==> src/rtl/bus.sv <==
// Single-cycle interconnect: fixed-priority host arbitration, mask/base device decode,
// zero-latency request forwarding and one-cycle registered response routing.

module bus_dev_port #(
  parameter int DataWidth    = 32,
  parameter int AddressWidth = 32
) (
  input  logic                    sel_i,
  input  logic [AddressWidth-1:0] addr_i,
  input  logic [AddressWidth-1:0] base_i,
  input  logic [AddressWidth-1:0] mask_i,
  input  logic                    we_i,
  input  logic [DataWidth/8-1:0]  be_i,
  input  logic [DataWidth-1:0]    wdata_i,
  output logic                    hit_o,
  output logic                    req_o,
  output logic [AddressWidth-1:0] addr_o,
  output logic                    we_o,
  output logic [DataWidth/8-1:0]  be_o,
  output logic [DataWidth-1:0]    wdata_o
);
  assign hit_o   = (addr_i & mask_i) == base_i;
  // Unselected devices see an all-zero request, not a copy of the bus.
  assign req_o   = sel_i;
  assign addr_o  = sel_i ? addr_i  : '0;
  assign we_o    = sel_i ? we_i    : 1'b0;
  assign be_o    = sel_i ? be_i    : '0;
  assign wdata_o = sel_i ? wdata_i : '0;
endmodule

module bus_host_port #(
  parameter int DataWidth = 32
) (
  input  logic                 gnt_i,
  input  logic                 rsp_sel_i,
  input  logic                 unmapped_i,
  input  logic                 dev_rvalid_i,
  input  logic [DataWidth-1:0] dev_rdata_i,
  input  logic                 dev_err_i,
  output logic                 gnt_o,
  output logic                 rvalid_o,
  output logic [DataWidth-1:0] rdata_o,
  output logic                 err_o
);
  assign gnt_o = gnt_i;

  always_comb begin
    rvalid_o = 1'b0;
    rdata_o  = '0;
    err_o    = 1'b0;
    if (rsp_sel_i) begin
      if (unmapped_i) begin
        rvalid_o = 1'b1;
        err_o    = 1'b1;
      end else if (dev_rvalid_i) begin
        rvalid_o = 1'b1;
        rdata_o  = dev_rdata_i;
        err_o    = dev_err_i;
      end
    end
  end
endmodule

module bus #(
  parameter int NrDevices    = 1,
  parameter int NrHosts      = 1,
  parameter int DataWidth    = 32,
  parameter int AddressWidth = 32
) (
  input  logic                                   clk_i,
  input  logic                                   rst_i,
  input  logic [NrHosts-1:0]                     host_req_i,
  output logic [NrHosts-1:0]                     host_gnt_o,
  input  logic [NrHosts-1:0][AddressWidth-1:0]   host_addr_i,
  input  logic [NrHosts-1:0]                     host_we_i,
  input  logic [NrHosts-1:0][DataWidth/8-1:0]    host_be_i,
  input  logic [NrHosts-1:0][DataWidth-1:0]      host_wdata_i,
  output logic [NrHosts-1:0]                     host_rvalid_o,
  output logic [NrHosts-1:0][DataWidth-1:0]      host_rdata_o,
  output logic [NrHosts-1:0]                     host_err_o,
  output logic [NrDevices-1:0]                   device_req_o,
  output logic [NrDevices-1:0][AddressWidth-1:0] device_addr_o,
  output logic [NrDevices-1:0]                   device_we_o,
  output logic [NrDevices-1:0][DataWidth/8-1:0]  device_be_o,
  output logic [NrDevices-1:0][DataWidth-1:0]    device_wdata_o,
  input  logic [NrDevices-1:0]                   device_rvalid_i,
  input  logic [NrDevices-1:0][DataWidth-1:0]    device_rdata_i,
  input  logic [NrDevices-1:0]                   device_err_i,
  input  logic [NrDevices-1:0][AddressWidth-1:0] cfg_device_addr_base,
  input  logic [NrDevices-1:0][AddressWidth-1:0] cfg_device_addr_mask
);
  localparam int HostIdxW = (NrHosts > 1) ? $clog2(NrHosts) : 1;
  localparam int DevIdxW  = (NrDevices > 1) ? $clog2(NrDevices) : 1;
  localparam int BeW      = DataWidth / 8;

  typedef struct packed {
    logic [AddressWidth-1:0] addr;
    logic                    we;
    logic [BeW-1:0]          be;
    logic [DataWidth-1:0]    wdata;
  } req_t;

  typedef struct packed {
    logic                vld;
    logic [HostIdxW-1:0] host;
    logic [DevIdxW-1:0]  dev;
    logic                unmapped;
  } rsp_sel_t;

  logic                 any_req;
  logic [HostIdxW-1:0]  win_idx;
  req_t                 win_req;
  logic [NrDevices-1:0] dev_hit;
  logic                 hit_any;
  logic [DevIdxW-1:0]   dev_idx;
  logic                 fwd_en;
  rsp_sel_t             rsp_d, rsp_q;

  // Descending scan: the last assignment, i.e. the lowest requesting index, wins.
  always_comb begin
    any_req = 1'b0;
    win_idx = '0;
    for (int h = NrHosts - 1; h >= 0; h--) begin
      if (host_req_i[h]) begin
        any_req = 1'b1;
        win_idx = HostIdxW'(h);
      end
    end
  end

  assign win_req.addr  = host_addr_i[win_idx];
  assign win_req.we    = host_we_i[win_idx];
  assign win_req.be    = host_be_i[win_idx];
  assign win_req.wdata = host_wdata_i[win_idx];

  always_comb begin
    hit_any = 1'b0;
    dev_idx = '0;
    for (int d = NrDevices - 1; d >= 0; d--) begin
      if (dev_hit[d]) begin
        hit_any = 1'b1;
        dev_idx = DevIdxW'(d);
      end
    end
  end

  assign fwd_en = any_req & hit_any & ~rst_i;

  generate
    for (genvar d = 0; d < NrDevices; d++) begin : g_dev
      localparam logic [DevIdxW-1:0] Idx = DevIdxW'(d);
      bus_dev_port #(
        .DataWidth   (DataWidth),
        .AddressWidth(AddressWidth)
      ) u_dev_port (
        .sel_i  (fwd_en && (dev_idx == Idx)),
        .addr_i (win_req.addr),
        .base_i (cfg_device_addr_base[d]),
        .mask_i (cfg_device_addr_mask[d]),
        .we_i   (win_req.we),
        .be_i   (win_req.be),
        .wdata_i(win_req.wdata),
        .hit_o  (dev_hit[d]),
        .req_o  (device_req_o[d]),
        .addr_o (device_addr_o[d]),
        .we_o   (device_we_o[d]),
        .be_o   (device_be_o[d]),
        .wdata_o(device_wdata_o[d])
      );
    end
  endgenerate

  // Routing info is captured only on granted cycles; vld marks a pending response.
  always_comb begin
    rsp_d     = rsp_q;
    rsp_d.vld = any_req;
    if (any_req) begin
      rsp_d.host     = win_idx;
      rsp_d.dev      = dev_idx;
      rsp_d.unmapped = ~hit_any;
    end
  end

  always_ff @(posedge clk_i) begin
    if (rst_i) rsp_q <= '0;
    else       rsp_q <= rsp_d;
  end

  generate
    for (genvar h = 0; h < NrHosts; h++) begin : g_host
      localparam logic [HostIdxW-1:0] Idx = HostIdxW'(h);
      bus_host_port #(
        .DataWidth(DataWidth)
      ) u_host_port (
        .gnt_i       (any_req && ~rst_i && (win_idx == Idx)),
        .rsp_sel_i   (rsp_q.vld && ~rst_i && (rsp_q.host == Idx)),
        .unmapped_i  (rsp_q.unmapped),
        .dev_rvalid_i(device_rvalid_i[rsp_q.dev]),
        .dev_rdata_i (device_rdata_i[rsp_q.dev]),
        .dev_err_i   (device_err_i[rsp_q.dev]),
        .gnt_o       (host_gnt_o[h]),
        .rvalid_o    (host_rvalid_o[h]),
        .rdata_o     (host_rdata_o[h]),
        .err_o       (host_err_o[h])
      );
    end
  endgenerate
endmodule

==> config.mk <==
export PLATFORM = sky130hd
export DESIGN_NAME = bus
export DESIGN_NICKNAME = d
export VERILOG_FILES = /design/src/rtl/bus.sv
export SDC_FILE = /design/constraint.sdc
export NUM_CORES = 1
export LEC_CHECK = 0
export BUFFER_PORTS_ARGS = -buffer_cell sky130_fd_sc_hd__buf_2
export CAP_MARGIN = 25
export CORE_AREA = 2 2 105 107
export CTS_BUF_LIST = sky130_fd_sc_hd__clkbuf_8 sky130_fd_sc_hd__clkbuf_16
export CTS_CLUSTER_SIZE = 28
export DETAILED_ROUTE_END_ITERATION = 12
export DIE_AREA = 0 0 107 109
export MAX_ROUTING_LAYER = met4
export PLACE_DENSITY_LB_ADDON = 0.1
export SLEW_MARGIN = 10
export SYNTH_ARGS = -nofsm -noshare
export SYNTH_HDL_FRONTEND = slang
export SYNTH_SLANG_ARGS = --single-unit
==> constraint.sdc <==
create_clock -name clk_i -period 1.6 [get_ports clk_i]
set_clock_uncertainty 0.1 [all_clocks]
set_input_delay 0.16 -clock clk_i [delete_from_list [all_inputs] [get_ports clk_i]]
set_output_delay 0.16 -clock clk_i [all_outputs]
set_load 0.01 [all_outputs]
==> results of run 1 <==
[synth_stat cells (all sizes together)]
master,count,area [sq um]
o22a,8,70.1
a21o,8,62.6
nor3b,1,7.51
nor2,2,7.51
nor2b,2,12.5
clkbuf,18,76.3
a21boi,8,60.1
nand3,8,40.0
nor4,1,21.3
nand4,4,25.0
nor4bb,1,10.0
and3,85,537
a211oi,9,67.6
and3b,8,70.1
dfxtp,2,40.0
and2,33,208
a21oi,16,80.1
o21a,1,7.51
[kinds of logic (layout without fill, tap and decap cells)]
kind of cell | count (synthesis) | count (layout) | share of synthesized area
compound gates | 50 | 50 | 0.248
buf+inv | 18 | 308 | 0.0544
flops | 2 | 2 | 0.0285
simple gates | 145 | 145 | 0.669
[per-layer routing]
layer / part of all wire / wire [um]
met3: 0.071 / 705
met1: 0.36 / 3580
met2: 0.56 / 5570
met4: 0.0023 / 23
met5: 0 / 0
[layout make-up]
class	instances	area, sq um	share of cell area
multi-input cells	195	1530	0.384
flip-flops and latches	2	43.8	0.0110
well taps	140	175	0.0440
repair buffers	305	2190	0.550
clock buffers	3	41.3	0.0104
[worst max-delay path, cell delays in order]
cell and delay [ns]:
buf_6 0.09, a21o_1 0.17, a211oi_2 0.23, nand4_1 0.20, nor4_4 0.33, buf_6 0.19
buf_6 0.11, buf_12 0.11, and3_1 0.17, buf_2 0.14
[power by group through the flow]
stage	combinational [mW]	sequential, mW	clock, mW
3_3_place_gp	0.422	0.0576	0
2_1_floorplan	0.129	0.0557	0
3_5_place_dp	0.426	0.0578	0
6_report	0.487	0.0559	0.195
4_1_cts	0.471	0.0560	0.203
5_1_grt	0.536	0.0567	0.215
[worst max path at each step]
stage | to | slack [ns]
detailed placement | device_wdata_o[11] | -0.66
finish | device_wdata_o[28] | -0.55
global route | device_wdata_o[23] | -0.69
floorplan | device_addr_o[26] | -0.15
global placement | device_wdata_o[13] | -0.65
CTS | device_wdata_o[13] | -0.58
[through the flow]
stage	total power, mW	hold slack (ns)
5_1_grt	0.808	0.0868
3_3_place_gp	0.479	0.292
6_report	0.738	0.0712
2_1_floorplan	0.185	0.132
4_1_cts	0.730	0.0657
3_5_place_dp	0.484	0.295
[repair_timing]
item	CTS	global route
resized for setup	72	49
pin swaps	24	24
setup buffers	7	3
setup endpoints to repair	103	104
gates cloned	7	2
==> summary.txt, run 1 <==
GRT
  • Met2 Track Usage GR: 0.297
  • Met1 usage: 0.155
  • First-pass GRT wire length: around 13000 um
  • Met3 Use GR: 0.0197
  • Vias in the first global route: 2644
  • Antenna violations before repair: 0
  • Largest net degree at the start of global routing: 63
  • Gr ovfl total: 0
  • GRT Overall Usage: 0.148
  • Grt peak-use layer: met2

Pwr
  • Leak: around 2.4 nW
  • Worst VDD drop: roughly 0.14 mV
  • Gate power share: 0.660
  • Switching power share of the total: 0.316
  • Clock Power Share: 0.264
  • P per Cell Area: between 150 and 200 nW/um^2
  • Sequential Power Share: 0.076
  • Sw power: 233 uW
  • P_int: between 500 and 600 uW

Finish
  • Finished Cell Area: 3980 sq um
  • Max FFs per register: 2
  • Util after Layout: 0.376
  • Most frequent cells in the layout: buf_2 (212), buf_6 (66), and3_1 (62), and2_4 (32), and3_4 (21)
  • Commonest non-fill, non-tap cell in the layout: buf_2
  • Area growth, synth to finish: 184%
  • # diodes: 0
  • Largest Register: rsp_q
  • Biggest regs: rsp_q (2)
  • Final Non-Filler Cells: between 600 and 700
  • FILL cells: about 1100
  • Layout cells sized above 1: 0.749
  • Nets: 677

Timing
  • Setup tns final: -35.75 ns
  • Worst-Margin Slew: about 0.24 ns
  • Post-route minimum period: 2.15 ns
  • Finish-stage setup viols: between 100 and 150
  • Fmax: ~460 MHz
  • Fin. Hold Viols: 0
  • RSZ-0062 raised after global routing: yes
  • Max Slew Vio Count: 0
  • Final Cycle Share: 1.34
  • Relative slew slack: 0.837
  • Worst setup slack after layout: -0.552 ns

Hold path
  • HP Class: in2reg
  • Hold path depth: 2
  • Worst Hold Endpoint: rsp_q[0]
  • Hold_sp: host_req_i

CTS
  • Worst skew pair latency: roughly 0.21 ns
  • Clk sinks: 2
  • CTS tree: done
  • CTS root buf: clkbuf_8
  • H-tree levels: 1
  • Clk buf depth: 2
  • Cts-stage hold buffer count: 0
  • Clock slew at reported path FFs: about 0.030 ns
  • Number of buffers created by CTS: 3

Floorplanning
  • Die width: approximately 110 um
  • I/O pin cnt: 275
  • Starting Density: 0.132
  • Die area: 11700 sq um
  • Rows: 38
  • Core ar.: ~11000 sq um
  • Die Y-Extent: around 110 um

Drt
  • Residual DRC count: 0
  • Vias per cell: about 4.4
  • Initial DRC Count: 67
  • Wirelength per Cell: 15.3 um
  • Final ANT Viol Nets: 0
  • Vias: around 2800
  • Pre-antenna DRT Iters: 4
  • Final WL: 9880 um

Critical path
  • CP endpoint kind: primary output
  • Req. time, crit path: roughly 1.3 ns
  • Crit path from: host_addr_i[16]
  • Worst setup SP type: input port
  • Reg2Reg Setup Slack: roughly 0.72 ns
  • Worst-case reg-to-reg path depth: 3
  • Kind of critical path: in2out
  • Crit Path Max Fanout: 8
  • RR Startpoint: rsp_q[0]
  • Worst Path Arrival: 1.89 ns
  • RR Endpoint: rsp_q[0]

Yosys
  • FF+latch count, synth: 2
  • Syn Inst Count: roughly 220
  • Synth cell types: 22
  • Avg Cell Area, Syn: approximately 6.5 sq um
  • Synthesized Nets: a little under 400
  • Yosys warnings: 0
  • Seq/Total Area, Yosys: 0.0285
  • Mapped Area: 1400 sq um

Placed design
  • DP HPWL: 7040 um
  • Cell Area, Placed: about 3100 sq um
  • Final RePlAce weighted congestion: around 0.77
  • Dpl cells: 625
  • PortBufs: roughly 270
  • Pre-CTS setup slack: -0.661 ns

Run status
  • Violated checks: negative setup slack
  • Status: finished with violations

Flow run
  • Max_cap viols: 0
No activity file was read; power rests on OpenSTA's default activity.
==> run 2: changes to the inputs <==
--- a/config.mk
+++ b/config.mk
@@ -13,7 +13,7 @@
 export DETAILED_ROUTE_END_ITERATION = 12
 export DIE_AREA = 0 0 107 109
 export MAX_ROUTING_LAYER = met4
-export PLACE_DENSITY_LB_ADDON = 0.1
+export PLACE_DENSITY = 0.55
 export SLEW_MARGIN = 10
 export SYNTH_ARGS = -nofsm -noshare
 export SYNTH_HDL_FRONTEND = slang
==> summary.txt, run 2 (same netlist as run 1, synthesis figures left out) <==
Critical path
  • Crit Path Max Fanout: 7 (-1)
  • Kind of critical path: in2out
  • Worst setup SP type: input port
  • CP endpoint kind: primary output
  • RR Endpoint: rsp_q[0]
  • Req. time, crit path: 1.34 ns (about the same)
  • Worst Path Arrival: 1.98 ns (+0.09 ns)
  • RR Startpoint: rsp_q[0]
  • Reg2Reg Setup Slack: 0.72 ns (about the same)
  • Worst-case reg-to-reg path depth: 3 (unchanged)

Placed design
  • DP HPWL: 7180 um (+1.9%)
  • Final RePlAce weighted congestion: 0.754 (-1.7%)
  • Pre-CTS setup slack: -0.740 ns (-0.0795 ns)
  • Dpl cells: 623 (-0.32%)
  • Cell Area, Placed: 3100 sq um (-0.48%)
  • PortBufs: 274 (unchanged)

CTS
  • Clock slew at reported path FFs: 0.03 ns (about the same)
  • CTS tree: done
  • CTS root buf: clkbuf_8
  • Clk buf depth: 2 (unchanged)
  • Number of buffers created by CTS: 3 (unchanged)
  • Worst skew pair latency: 0.21 ns (about the same)
  • Clk sinks: 2 (unchanged)
  • H-tree levels: 1 (unchanged)

Finish
  • Max FFs per register: 2 (unchanged)
  • # diodes: 0 (unchanged)
  • Final Non-Filler Cells: 642 (-0.47%)
  • Layout cells sized above 1: 0.765 (+0.0164)
  • Finished Cell Area: 4070 sq um (+2.2%)
  • Commonest non-fill, non-tap cell in the layout: buf_2
  • Multi-input logic area: 1590 sq um (+4.1%)
  • Biggest regs: rsp_q (2)
  • Reg area: 45.0 sq um (+2.9%)
  • Largest Register: rsp_q
  • Most frequent cells in the layout: buf_2 (204), buf_6 (74), and3_1 (54), and2_4 (33), and3_4 (31)
  • FILL cells: 1107 (-2.8%)
  • Area growth, synth to finish: 190%
  • Nets: 674 (-0.44%)

Timing
  • Final Cycle Share: 1.40 (+0.0562)
  • Relative slew slack: 0.736 (-0.101)
  • Fin. Hold Viols: 0 (unchanged)
  • Worst-Margin Slew: 0.393 ns (+0.150 ns)
  • Fmax: 446 MHz (-4.0%)
  • Max Slew Vio Count: 0 (unchanged)
  • Setup tns final: -44.12 ns (-8.37 ns)
  • Post-route minimum period: 2.24 ns (+0.0900 ns)
  • Worst setup slack after layout: -0.642 ns (-0.0900 ns)
  • Finish-stage setup viols: 103 (+0.98%)
  • RSZ-0062 raised after global routing: yes

Floorplanning
  • Rows: 38 (unchanged)
  • I/O pin cnt: 275 (unchanged)
  • Core ar.: 10600 sq um (unchanged)
  • Die area: 11700 sq um (unchanged)
  • Die width: 107 um (unchanged)
  • Starting Density: 0.132 (unchanged)
  • Die Y-Extent: 109 um (unchanged)

GRT
  • Antenna violations before repair: 0 (unchanged)
  • First-pass GRT wire length: 12500 um (-5.1%)
  • Vias in the first global route: 2563 (-3.1%)
  • Gr ovfl total: 0 (unchanged)
  • GRT Overall Usage: 0.138 (-0.0101)
  • Largest net degree at the start of global routing: 53 (-16%)

Pwr
  • Worst VDD drop: 0.141 mV (+1.6%)
  • P per Cell Area: 184 nW/um^2 (-0.48%)
  • Leak: 2.39 nW (-1.4%)
  • Pwr Total: 751 uW (+1.7%)

Drt
  • Final WL: 10300 um (+4.5%)
  • Residual DRC count: 0 (unchanged)
  • Final ANT Viol Nets: 0 (unchanged)
  • Vias: 2948 (+4.0%)
  • Vias per cell: 4.59 (+4.5%)
  • Pre-antenna DRT Iters: 4 (unchanged)
  • Wirelength per Cell: 16.1 um (+5.0%)
  • Initial DRC Count: 132 (+97%)

Hold path
  • Hold_sp: host_req_i
  • HP Class: in2reg
  • Worst Hold Endpoint: rsp_q[0]
  • Hold path depth: 2 (unchanged)

Run status
  • Violated checks: negative setup slack
  • Status: finished with violations

Flow run
  • Max_cap viols: 0 (unchanged)
==> run 2: critical path, cell delays in order <==
cell	delay (ns)
buf_6	0.09
a21o_1	0.18
a211oi_2	0.29
nand4_1	0.23
nor4_4	0.36
buf_6	0.22
clkbuf_16	0.17
and3_4	0.18
buf_6	0.10
==> run 2: how the worst max path moves through the flow <==
stage	start	end	cells past startpoint
3_5_place_dp	host_addr_i[15]	device_wdata_o[11]	8
2_1_floorplan	host_addr_i[22]	device_addr_o[26]	6
4_1_cts	host_addr_i[26]	device_addr_o[22]	10
3_3_place_gp	host_addr_i[15]	device_addr_o[11]	8
6_report	cfg_device_addr_mask[15]	device_wdata_o[21]	9
5_1_grt	cfg_device_addr_mask[15]	device_wdata_o[14]	9
==> run 2: through the flow <==
stage	hold slack, ns	utilization
floorplan	0.132	-
finish	0.0764	0.384
global placement	0.286	0.292
detailed placement	0.298	0.292
global route	0.0904	0.384
CTS	0.0702	0.345
==> run 2: final cells by class <==
cell class / instances / area share
Timing Repair Buffer: 302 / 0.544
Multi-Input combinational cell: 195 / 0.391
Tap cell: 140 / 0.0430
Sequential cell: 2 / 0.0111
Clock buffer: 3 / 0.0101
==> run 2: report_power, final <==
| part | leakage [nW] | internal (mW) | switching [mW] |
|---|---|---|---|
| sequential | 0.0175 | 0.0534 | 0.00284 |
| clock | 0.0216 | 0.159 | 0.0383 |
| combinational | 2.35 | 0.288 | 0.209 |
==> run 2: routing by layer <==
layer | up-vias | wire length [um] | track usage
li1 | 1390 | - | -
met4 | 0 | 77 | 0.0186
met3 | 11 | 763 | 0.0137
met2 | 165 | 5760 | 0.281
met1 | 1382 | 3730 | 0.145
met5 | - | 0 | -
==> run 2: repair_timing <==
item	4_1_cts	5_1_grt
hold buffers	0	0
gates resized for setup	63	85
buffers inserted	9	0
gates cloned	5	6
setup endpoints to repair	103	104
pin swaps	23	43
